## config.mk

```make
export PLATFORM = sky130hd
export DESIGN_NAME = wb_stage_param_flat
export DESIGN_NICKNAME = d
export VERILOG_FILES = /design/src/rtl/wb_stage_param_if.sv /design/src/rtl/wb_stage_param.sv /design/src/flat_wrapper.sv
export SDC_FILE = /design/constraint.sdc
export NUM_CORES = 1
export LEC_CHECK = 0
export BUFFER_PORTS_ARGS = -buffer_cell sky130_fd_sc_hd__buf_2
export CORE_UTILIZATION = 35
export CTS_CLUSTER_DIAMETER = 50
export CTS_CLUSTER_SIZE = 14
export DETAILED_ROUTE_END_ITERATION = 7
export GPL_ROUTABILITY_DRIVEN = 0
export PLACE_DENSITY_LB_ADDON = 0.2
export SLEW_MARGIN = 25
export SYNTH_ARGS = -nofsm -noshare
export SYNTH_HDL_FRONTEND = slang
export SYNTH_SLANG_ARGS = --single-unit
```

## constraint.sdc

```tcl
create_clock -name clk -period 3.2 [get_ports clk]
set_input_delay 0.64 -clock clk [delete_from_list [all_inputs] [get_ports clk]]
set_output_delay 0.64 -clock clk [all_outputs]
set_load 0.005 [all_outputs]
```

## src/rtl/wb_stage_param_if.sv

```systemverilog
// MEM -> WB stage bus: instruction fields from MEM, regfile write port and status back out.
// The forwarding ports exist only when WB_FWD_EN is defined.
interface wb_stage_param_if #(
  parameter int unsigned DATA_W = 32,
  parameter int unsigned NSRC   = 4,
  parameter int unsigned SEL_W  = 2,
  parameter int unsigned REG_AW = 5,
  parameter int unsigned CNT_W  = 32
);
  logic                   in_valid;
  logic                   flush;
  logic [NSRC*DATA_W-1:0] in_src;
  logic [SEL_W-1:0]       in_sel;
  logic                   in_we;
  logic [REG_AW-1:0]      in_rd;
  logic [1:0]             in_ld_size;
  logic                   in_ld_sign;
  logic [1:0]             in_addr_lo;
  logic                   rf_we;
  logic [REG_AW-1:0]      rf_waddr;
  logic [DATA_W-1:0]      rf_wdata;
  logic                   wb_valid;
  logic                   wb_misalign;
  logic [CNT_W-1:0]       retire_cnt;
`ifdef WB_FWD_EN
  logic                   fwd_valid;
  logic [REG_AW-1:0]      fwd_rd;
  logic [DATA_W-1:0]      fwd_data;
`endif

  modport master (
    output in_valid, flush, in_src, in_sel, in_we, in_rd, in_ld_size, in_ld_sign, in_addr_lo,
    input  rf_we, rf_waddr, rf_wdata, wb_valid, wb_misalign, retire_cnt
`ifdef WB_FWD_EN
    , input fwd_valid, fwd_rd, fwd_data
`endif
  );

  modport slave (
    input  in_valid, flush, in_src, in_sel, in_we, in_rd, in_ld_size, in_ld_sign, in_addr_lo,
    output rf_we, rf_waddr, rf_wdata, wb_valid, wb_misalign, retire_cnt
`ifdef WB_FWD_EN
    , output fwd_valid, fwd_rd, fwd_data
`endif
  );
endinterface

```

## src/rtl/wb_stage_param.sv

```systemverilog
// MEM/WB writeback stage: source select, sub-word load alignment, regfile write port, retire counter.
// Optional WB_FWD_EN adds a one-deep write history exposed on fwd_valid/fwd_rd/fwd_data.
module wb_stage_param #(
  parameter int unsigned DATA_W  = 32,
  parameter int unsigned NSRC    = 4,
  parameter int unsigned SEL_W   = 2,
  parameter int unsigned MEM_SRC = 1,
  parameter int unsigned REG_AW  = 5,
  parameter int unsigned CNT_W   = 32
) (
  input logic              clk,
  input logic              rst,
  wb_stage_param_if.slave  bus
);

  logic              accept;
  logic              is_mem;
  logic [DATA_W-1:0] sel_data;
  logic [DATA_W-1:0] wdata_new;
  logic [31:0]       low_word;
  logic [7:0]        byte_v;
  logic [15:0]       half_v;

  logic              rf_we_d,       rf_we_q;
  logic [REG_AW-1:0] rf_waddr_d,    rf_waddr_q;
  logic [DATA_W-1:0] rf_wdata_d,    rf_wdata_q;
  logic              wb_valid_d,    wb_valid_q;
  logic              wb_misalign_d, wb_misalign_q;
  logic [CNT_W-1:0]  retire_cnt_d,  retire_cnt_q;

  assign accept = bus.in_valid & ~bus.flush;
  assign is_mem = (32'(bus.in_sel) == MEM_SRC);

  // Out-of-range selects fall through to zero.
  always_comb begin
    sel_data = '0;
    for (int unsigned i = 0; i < NSRC; i++) begin
      if (32'(bus.in_sel) == i) sel_data = bus.in_src[i*DATA_W +: DATA_W];
    end
  end

  // Lanes are always taken from the low 32 bits, whatever DATA_W is.
  always_comb begin
    low_word  = sel_data[31:0];
    byte_v    = 8'(low_word >> {bus.in_addr_lo, 3'b000});
    half_v    = bus.in_addr_lo[1] ? low_word[31:16] : low_word[15:0];
    wdata_new = sel_data;
    if (is_mem) begin
      case (bus.in_ld_size)
        2'd0:    wdata_new = {{(DATA_W-8){bus.in_ld_sign & byte_v[7]}}, byte_v};
        2'd1:    wdata_new = {{(DATA_W-16){bus.in_ld_sign & half_v[15]}}, half_v};
        default: wdata_new = sel_data;
      endcase
    end
  end

  always_comb begin
    rf_we_d       = 1'b0;
    wb_valid_d    = 1'b0;
    wb_misalign_d = 1'b0;
    rf_waddr_d    = rf_waddr_q;
    rf_wdata_d    = rf_wdata_q;
    retire_cnt_d  = retire_cnt_q;
    if (accept) begin
      wb_valid_d    = 1'b1;
      rf_we_d       = bus.in_we & (|bus.in_rd);
      rf_waddr_d    = bus.in_rd;
      rf_wdata_d    = wdata_new;
      wb_misalign_d = is_mem & (bus.in_ld_size == 2'd1) & bus.in_addr_lo[0];
      retire_cnt_d  = retire_cnt_q + CNT_W'(1);
    end
  end

  always_ff @(posedge clk) begin
    if (rst) begin
      rf_we_q       <= 1'b0;
      rf_waddr_q    <= '0;
      rf_wdata_q    <= '0;
      wb_valid_q    <= 1'b0;
      wb_misalign_q <= 1'b0;
      retire_cnt_q  <= '0;
    end else begin
      rf_we_q       <= rf_we_d;
      rf_waddr_q    <= rf_waddr_d;
      rf_wdata_q    <= rf_wdata_d;
      wb_valid_q    <= wb_valid_d;
      wb_misalign_q <= wb_misalign_d;
      retire_cnt_q  <= retire_cnt_d;
    end
  end

  assign bus.rf_we       = rf_we_q;
  assign bus.rf_waddr    = rf_waddr_q;
  assign bus.rf_wdata    = rf_wdata_q;
  assign bus.wb_valid    = wb_valid_q;
  assign bus.wb_misalign = wb_misalign_q;
  assign bus.retire_cnt  = retire_cnt_q;

`ifdef WB_FWD_EN
  logic              hist_valid_d, hist_valid_q;
  logic [REG_AW-1:0] hist_rd_d,    hist_rd_q;
  logic [DATA_W-1:0] hist_data_d,  hist_data_q;

  // Every write is remembered for exactly one cycle; a newer write replaces it, so a
  // same-rd write naturally invalidates the older history entry.
  always_comb begin
    hist_valid_d = rf_we_q;
    hist_rd_d    = hist_rd_q;
    hist_data_d  = hist_data_q;
    if (rf_we_q) begin
      hist_rd_d   = rf_waddr_q;
      hist_data_d = rf_wdata_q;
    end
  end

  always_ff @(posedge clk) begin
    if (rst) begin
      hist_valid_q <= 1'b0;
      hist_rd_q    <= '0;
      hist_data_q  <= '0;
    end else begin
      hist_valid_q <= hist_valid_d;
      hist_rd_q    <= hist_rd_d;
      hist_data_q  <= hist_data_d;
    end
  end

  assign bus.fwd_valid = rf_we_q | hist_valid_q;
  assign bus.fwd_rd    = rf_we_q ? rf_waddr_q : hist_rd_q;
  assign bus.fwd_data  = rf_we_q ? rf_wdata_q : hist_data_q;
`endif

endmodule

```

## src/flat_wrapper.sv

```systemverilog
// flat-port wrapper written by rule: the top's interface ports become plain ports
module wb_stage_param_flat 
#(
  parameter int unsigned DATA_W  = 32,
  parameter int unsigned NSRC    = 4,
  parameter int unsigned SEL_W   = 2,
  parameter int unsigned MEM_SRC = 1,
  parameter int unsigned REG_AW  = 5,
  parameter int unsigned CNT_W   = 32
)
  (clk, rst, bus_in_valid, bus_flush, bus_in_src, bus_in_sel, bus_in_we, bus_in_rd, bus_in_ld_size, bus_in_ld_sign, bus_in_addr_lo, bus_rf_we, bus_rf_waddr, bus_rf_wdata, bus_wb_valid, bus_wb_misalign, bus_retire_cnt);
  wb_stage_param_if #(.DATA_W(DATA_W), .NSRC(NSRC), .SEL_W(SEL_W), .REG_AW(REG_AW), .CNT_W(CNT_W)) bus_i ();
  input logic clk;
  input logic rst;
  input wire logic [$bits(bus_i.in_valid)-1:0] bus_in_valid;
  input wire logic [$bits(bus_i.flush)-1:0] bus_flush;
  input wire logic [$bits(bus_i.in_src)-1:0] bus_in_src;
  input wire logic [$bits(bus_i.in_sel)-1:0] bus_in_sel;
  input wire logic [$bits(bus_i.in_we)-1:0] bus_in_we;
  input wire logic [$bits(bus_i.in_rd)-1:0] bus_in_rd;
  input wire logic [$bits(bus_i.in_ld_size)-1:0] bus_in_ld_size;
  input wire logic [$bits(bus_i.in_ld_sign)-1:0] bus_in_ld_sign;
  input wire logic [$bits(bus_i.in_addr_lo)-1:0] bus_in_addr_lo;
  output wire logic [$bits(bus_i.rf_we)-1:0] bus_rf_we;
  output wire logic [$bits(bus_i.rf_waddr)-1:0] bus_rf_waddr;
  output wire logic [$bits(bus_i.rf_wdata)-1:0] bus_rf_wdata;
  output wire logic [$bits(bus_i.wb_valid)-1:0] bus_wb_valid;
  output wire logic [$bits(bus_i.wb_misalign)-1:0] bus_wb_misalign;
  output wire logic [$bits(bus_i.retire_cnt)-1:0] bus_retire_cnt;
  assign bus_i.in_valid = bus_in_valid;
  assign bus_i.flush = bus_flush;
  assign bus_i.in_src = bus_in_src;
  assign bus_i.in_sel = bus_in_sel;
  assign bus_i.in_we = bus_in_we;
  assign bus_i.in_rd = bus_in_rd;
  assign bus_i.in_ld_size = bus_in_ld_size;
  assign bus_i.in_ld_sign = bus_in_ld_sign;
  assign bus_i.in_addr_lo = bus_in_addr_lo;
  assign bus_rf_we = bus_i.rf_we;
  assign bus_rf_waddr = bus_i.rf_waddr;
  assign bus_rf_wdata = bus_i.rf_wdata;
  assign bus_wb_valid = bus_i.wb_valid;
  assign bus_wb_misalign = bus_i.wb_misalign;
  assign bus_retire_cnt = bus_i.retire_cnt;
  wb_stage_param #(.DATA_W(DATA_W), .NSRC(NSRC), .SEL_W(SEL_W), .MEM_SRC(MEM_SRC), .REG_AW(REG_AW), .CNT_W(CNT_W)) u_core (.clk(clk), .rst(rst), .bus(bus_i));
endmodule
```

==> results of run 1 <==
kinds of logic after synthesis:
| kind of cell | count (synthesis) |
|---|---|
| simple gates | 165 |
| compound gates | 129 |
| flops | 72 |
| mux | 53 |
| buf+inv | 41 |
| xor+xnor | 20 |
| fa+ha+maj | 1 |
worst min path at each step:
stage / start / end / slack (ps) / cells after the start
4_1_cts: u_core.bus.rf_waddr[4]$_SDFFE_PP0P_ / u_core.bus.rf_waddr[4]$_SDFFE_PP0P_ / 460 / 2
3_5_place_dp: u_core.bus.rf_waddr[4]$_SDFFE_PP0P_ / u_core.bus.rf_waddr[4]$_SDFFE_PP0P_ / 450 / 2
5_1_grt: u_core.bus.rf_waddr[4]$_SDFFE_PP0P_ / u_core.bus.rf_waddr[4]$_SDFFE_PP0P_ / 470 / 2
6_report: u_core.bus.rf_waddr[2]$_SDFFE_PP0P_ / u_core.bus.rf_waddr[2]$_SDFFE_PP0P_ / 460 / 2
3_3_place_gp: u_core.bus.rf_waddr[4]$_SDFFE_PP0P_ / u_core.bus.rf_waddr[4]$_SDFFE_PP0P_ / 440 / 2
2_1_floorplan: u_core.bus.rf_wdata[7]$_SDFFE_PP0P_ / u_core.bus.rf_wdata[7]$_SDFFE_PP0P_ / 450 / 2
synthesized netlist by cell type, drive strengths merged, types with 4 or more instances:
| cell | count | area (µm²) |
|---|---|---|
| dfxtp | 72 | 1440 |
| nand2 | 56 | 210 |
| o21ai | 41 | 205 |
| a21oi | 38 | 190 |
| nor2 | 36 | 135 |
| mux2i | 25 | 250 |
| mux4 | 24 | 559 |
| clkbuf | 22 | 133 |
| xnor2 | 15 | 131 |
| nand3 | 14 | 70.1 |
| buf | 12 | 95.1 |
| nor3 | 9 | 45.0 |
| nor4 | 8 | 50.1 |
| a211oi | 7 | 52.6 |
| and3 | 7 | 43.8 |
| inv | 7 | 26.3 |
| nand4 | 7 | 43.8 |
| or4 | 7 | 52.6 |
| a22oi | 6 | 45.0 |
| a2bb2oi | 6 | 52.6 |
| a22o | 5 | 45.0 |
| o31ai | 5 | 37.5 |
| xor2 | 5 | 43.8 |
| mux2 | 4 | 45.0 |
| nor3b | 4 | 30.0 |
| o211ai | 4 | 30.0 |
| or3 | 4 | 25.0 |
stage by stage:
step	hold WS, ps	instance area, µm²	util (%)	setup slack (ps)	total power [µW]
after global routing	475	5810	48.2	699	2550
after detailed placement	454	5500	45.6	535	1410
after CTS	461	5810	48.2	879	2470
after floorplan	449	4350	-	869	1210
after global placement	442	5500	45.6	649	1400
final	457	5810	48.2	832	2450
metal layers:
metal | share of wire, % | vias up | global-route usage [%] | wire, µm
li1 | - | 2214 | - | -
met1 | 40 | 2173 | 27.9 | 6160
met2 | 51 | 202 | 42.8 | 7860
met3 | 5.7 | 34 | 4.14 | 884
met4 | 3.9 | 0 | 13.8 | 612
met5 | 0 | - | 0 | 0
worst max-delay path: cells and delay by family:
family / cells / cell delay (ps)
AOI/OAI and AO/OA: 3 / 560
muxes: 1 / 740
buffers and inverters: 2 / 600
sequential cells by signal, indices dropped and copies added, names as in the netlist:
| name | flops |
|---|---|
| u_core.bus.retire_cnt | 32 |
| u_core.bus.rf_waddr | 5 |
| u_core.bus.rf_wdata | 32 |
| u_core.bus.rf_we | 1 |
| u_core.bus.wb_misalign | 1 |
| u_core.bus.wb_valid | 1 |
placed cells by master (no fill, tap or decap), drive strengths merged, types with 3 or more instances in the layout:
master,synthesis,final
o31ai,5,5
nor3b,4,4
o21ai,41,41
o211ai,4,4
nand4,7,7
and4,3,3
buf,12,227
o22ai,3,3
mux2,4,4
nor4,8,8
nor3,9,9
or3,4,4
a2bb2oi,6,6
mux4,24,24
nand3,14,14
xnor2,15,15
a31oi,3,3
nand2,56,56
and3,7,7
mux2i,25,25
clkbuf,22,11
xor2,5,5
dfxtp,72,72
a22oi,6,6
or4,7,7
a22o,5,5
a221oi,3,3
nor2,36,36
nor2b,3,3
a21oi,38,38
inv,7,7
a211oi,7,7
power by group through the flow:
stage	combinational (µW)	sequential (µW)	clock, µW
after floorplan	245	968	0
after global placement	433	970	0
after detailed placement	436	971	0
after CTS	437	952	1080
after global routing	474	954	1120
final	440	951	1060
cell type report:
type / instances / area [µm²]
Sequential cell: 72 / 1440
Clock buffer: 11 / 233
Fill cell: 1212 / 6250
Clock inverter: 5 / 81.3
Inverter: 7 / 26.3
Multi-Input combinational cell: 368 / 2660
Tap cell: 168 / 210
Timing Repair Buffer: 227 / 1160
==> run_results.csv, run 1 <==
group,metric,value,unit
power,intPower,1830,µW
global_route,grt_usage,24.3,%
detailed_routing,drtIter0Drc,359,
sta,max_freq,422,MHz
yosys,synth-xor-area-share,4.03,%
yosys,muxShareOfSynthArea,19.7,%
worst_setup_path,slowest_delay,740,ps
sta,worst_slew_pin_slew,758,ps
yosys,synth-seq-cells,72,
sta,setup_viol,0,
worst_setup_path,cp-start-kind,"input port",
sta,period_share,74.0,%
global_route,grt.overflow.total,0,
worst_setup_path,crit_fanout,17,
yosys,ys_warn_count,0,
detailed_routing,wl,15.5,mm
detailed_routing,route.vias.total,4623,
cts,clk_latency,330,ps
detailed_routing,first_pass_iters,5,
worst_setup_path,r2r-start,"u_core.bus.retire_cnt[4]$_SDFFE_PP0P_",
yosys,syn_area,0.00435,mm²
cts,cts.path.max_buffers,2,
power,switchingPower,621,µW
sta,finalSetupTns,0,ps
cts,cts_root_buf,"clkbuf_16",
power,pwr-share-comb,18.0,%
final_layout,nets,831,
cts,holdBufCountCts,0,
yosys,post_synth.cell_area_avg,9.03,µm²
floorplanning,die_y,113,µm
final_layout,diodes,0,
final_layout,stdcell_count,858,
floorplanning,die_w,113,µm
worst_setup_path,cp_slowest_cell,"mux4_1",
yosys,synth_cell_types,52,
worst_setup_path,startpoint,"bus_in_sel[0]",
cts,cts_sinks,72,
floorplanning,start_util,36.0,%
yosys,async_flop_share,0,%
worst_setup_path,r2r_cells,5,
power,ir_drop,0.276,mV
power,powerDensity,421,mW/mm²
run,drv_cap,0,
yosys,yosys_most_used_dff,"dfxtp_1",
detailed_routing,routed_via_density,5.39,
global_route,grt_pass1_wl,23.9,mm
power,p_seq_share,38.9,%
final_layout,drive_gt1_share,39.0,%
global_route,grt_pass1_vias,4582,
floorplanning,num_io_pins,217,
status,status,"completed",
yosys,synthAdderAreaFrac,0.288,%
place,dp.cells,842,
sta,slew_viol_final,0,
sta,slew-limit-headroom,49.0,%
power,swShare,25.4,%
worst_setup_path,r2r_end,"u_core.bus.retire_cnt[29]$_SDFFE_PP0P_",
detailed_routing,post_drt_wl_per_cell,18.1,µm
power,clkPwrFrac,43.2,%
floorplanning,core_area,0.0121,mm²
worst_setup_path,crit_chain,"buf_2 > buf_4 > mux4_1 > a22oi_1 > a2bb2oi_1 > o21ai_0",
cts,cts_tree,"built",
detailed_routing,drtAntennaViolNets,0,
worst_setup_path,cp-endpoint,"u_core.bus.rf_wdata[8]$_SDFFE_PP0P_",
global_route,antenna_found_initial,0,
floorplanning,rows,40,
global_route,grt_max_degree,42,
detailed_routing,drc,0,
final_layout,areaGrowthSynthToFinish,33.8,%
yosys,synth_top_family_by_area,"multiplexers",
hold_path,hold_class,"reg -> reg",
yosys,synth_cells,481,
yosys,synth_edf_count,0,
cts,numCtsBuffers,9,
sta,rsz0062_at_grt,"no",
cts,cts_resized,0,
worst_setup_path,worst_setup_path_end_kind,"register",
sta,skew,7.07,ps
worst_setup_path,r2r_setup_slack,980,ps
cts,path_clk_slew,50,ps
cts,cts_setup_buffers,0,
place,dp_hpwl,12.4,mm
power,leakagePower,0.00262,µW
yosys,synth-simple-area-share,18.4,%
sta,period_needed,2370,ps
worst_setup_path,crit_type,"in -> reg",
place,port_buffers,216,
yosys,yosysSeqAreaShare,33.2,%
worst_setup_path,crit_arrival,2550,ps
sta,hold_viol,0,
cts,cts_max_level,3,
floorplanning,die_area,0.0129,mm²
worst_setup_path,critPathRequiredTime,3390,ps
yosys,synth_compound_area_share,18.6,%
yosys,syn-num-nets,627,
Power figures use the tool's default switching activity.
==> inputs of run 2 (changes only) <==
clock period = 2.15 ns   (was 3.2 ns; I/O delays follow)
==> run 2 against run 1 <==
Compared with the run above: sequential cell count is the same; sequential share of layout area shrank 0.71 points; design area grew 2.9%; critical endpoint is now u_core.bus.retire_cnt[30]$_SDFFE_PP0P_.
==> run_results.csv, run 2 (synthesis results as in run 1) <==
group,metric,value,unit
power,leakagePower,0.00273,µW
place,port_buffers,216,
sta,worst_slew_pin_slew,631,ps
power,fin_total_pwr,3590,µW
place,post_dp_cell_area,0.00568,mm²
worst_setup_path,crit_arrival,2210,ps
floorplanning,num_io_pins,217,
floorplanning,core_area,0.0121,mm²
cts,cts_max_level,3,
detailed_routing,wl,15.4,mm
sta,hold_viol,0,
final_layout,nets,852,
place,dp_hpwl,12.5,mm
cts,clk_latency,330,ps
power,powerDensity,601,mW/mm²
worst_setup_path,critPathRequiredTime,2400,ps
detailed_routing,routed_via_density,5.34,
final_layout,drive_gt1_share,41.1,%
floorplanning,die_w,113,µm
sta,setup_viol,0,
cts,cts_setup_buffers,0,
floorplanning,rows,40,
hold_path,hold_class,"in -> reg",
global_route,grt_max_degree,38,
detailed_routing,first_pass_iters,4,
detailed_routing,drc,0,
final_layout,final_cell_mix,"216 x buf_2, 72 x dfxtp_1, 56 x nand2_1, 38 x o21ai_0, 38 x a21oi_1",
global_route,antenna_found_initial,0,
cts,numCtsBuffers,9,
final_layout,fin_util,49.6,%
detailed_routing,post_drt_wl_per_cell,17.6,µm
sta,finalSetupTns,0,ps
cts,cts_root_buf,"clkbuf_16",
floorplanning,start_util,36.0,%
global_route,grt.overflow.total,0,
cts,cts_tree,"built",
cts,cts.path.max_buffers,2,
status,status,"completed",
sta,period_share,90.8,%
sta,rsz0062_at_grt,"no",
global_route,grt_usage,24.3,%
global_route,grt_pass1_wl,23.9,mm
run,drv_cap,0,
floorplanning,die_area,0.0129,mm²
sta,skew,8.74,ps
sta,max_freq,512,MHz
worst_setup_path,crit_fanout,8,
place,dp.cells,863,
final_layout,final_common_cell,"buf_2",
detailed_routing,route.vias.total,4690,
sta,period_needed,1950,ps
sta,slew_viol_final,0,
final_layout,areaGrowthSynthToFinish,37.7,%
sta,slew-limit-headroom,57.9,%
detailed_routing,drtIter0Drc,379,
final_layout,stdcell_count,879,
cts,cts_sinks,72,
worst_setup_path,worst_setup_path_end_kind,"register",
worst_setup_path,cp-start-kind,"register",
worst_setup_path,crit_type,"reg -> reg",
final_layout,final_area,0.00598,mm²
cts,path_clk_slew,60,ps
detailed_routing,drtAntennaViolNets,0,
global_route,grt_pass1_vias,4616,
floorplanning,die_y,113,µm
power,ir_drop,0.386,mV
final_layout,diodes,0,
==> run 2: changes by cell type in the layout (fill, tap and decap cells not counted) <==
cell | before | now
clkinv_4 | 1 | 2
buf_12 | 0 | 2
bufinv_16 | 2 | 1
inv_6 | 0 | 1
buf_4 | 11 | 30
o21ai_2 | 0 | 1
o21ai_1 | 3 | 2
clkbuf_1 | 2 | 1
==> run 2: final timing paths <==
| path | from | to | slack [ps] | depth (start not counted) |
|---|---|---|---|---|
| setup / recovery | u_core.bus.retire_cnt[11]$_SDFFE_PP0P_ | u_core.bus.retire_cnt[30]$_SDFFE_PP0P_ | 200 | 5 |
| setup reg to reg | u_core.bus.retire_cnt[11]$_SDFFE_PP0P_ | u_core.bus.retire_cnt[30]$_SDFFE_PP0P_ | 200 | 5 |
| hold / removal | bus_in_we | u_core.bus.rf_we$_SDFF_PP0_ | 350 | 2 |
| hold reg to reg | u_core.bus.rf_wdata[7]$_SDFFE_PP0P_ | u_core.bus.rf_wdata[7]$_SDFFE_PP0P_ | 450 | 2 |
==> run 2: layout make-up <==
cell class                      instances  area, µm²
Sequential cell                        72       1440
Tap cell                              168        210
Timing Repair Buffer                  248       1350
Clock buffer                           10        229
Inverter                                7       26.3
Clock inverter                          6       68.8
Fill cell                            1181       6080
Multi-Input combinational cell        368       2660
==> run 2: stage by stage <==
stage | hold slack, ps | setup WS, ps
after floorplan | 449 | 29.5
after global placement | 440 | -112
after detailed placement | 443 | -143
after CTS | 340 | 193
after global routing | 343 | 48.6
final | 351 | 197
==> run 2: timing repair <==
| action | in CTS | in global routing |
|---|---|---|
| endpoints found under the setup margin | 0 | 6 |
| gates resized for setup | 0 | 1 |
| endpoints found under the hold margin | 0 | 0 |
| hold buffers | 0 | 0 |
==> run 2: critical path, cell delays in order, from the launching register on <==
cell and delay [ps]:
dfxtp_1 440, and4_1 250, nand3_1 190, or2_1 360, or4_1 500, a21oi_1 150
==> run 2: routing by layer <==
layer	GRT usage (%)	vias up	part of all wire [%]
li1	-	2257	-
met1	27.8	2208	39
met2	44.3	203	52
met3	4.25	22	5.7
met4	11.1	0	2.9
met5	0	-	0
==> run 2: power breakdown <==
part	switching, µW	total, µW	internal, µW	leakage [µW]
clock	583	1490	905	0.000143
sequential	29.9	1410	1380	0.000586
combinational	345	693	348	0.00200
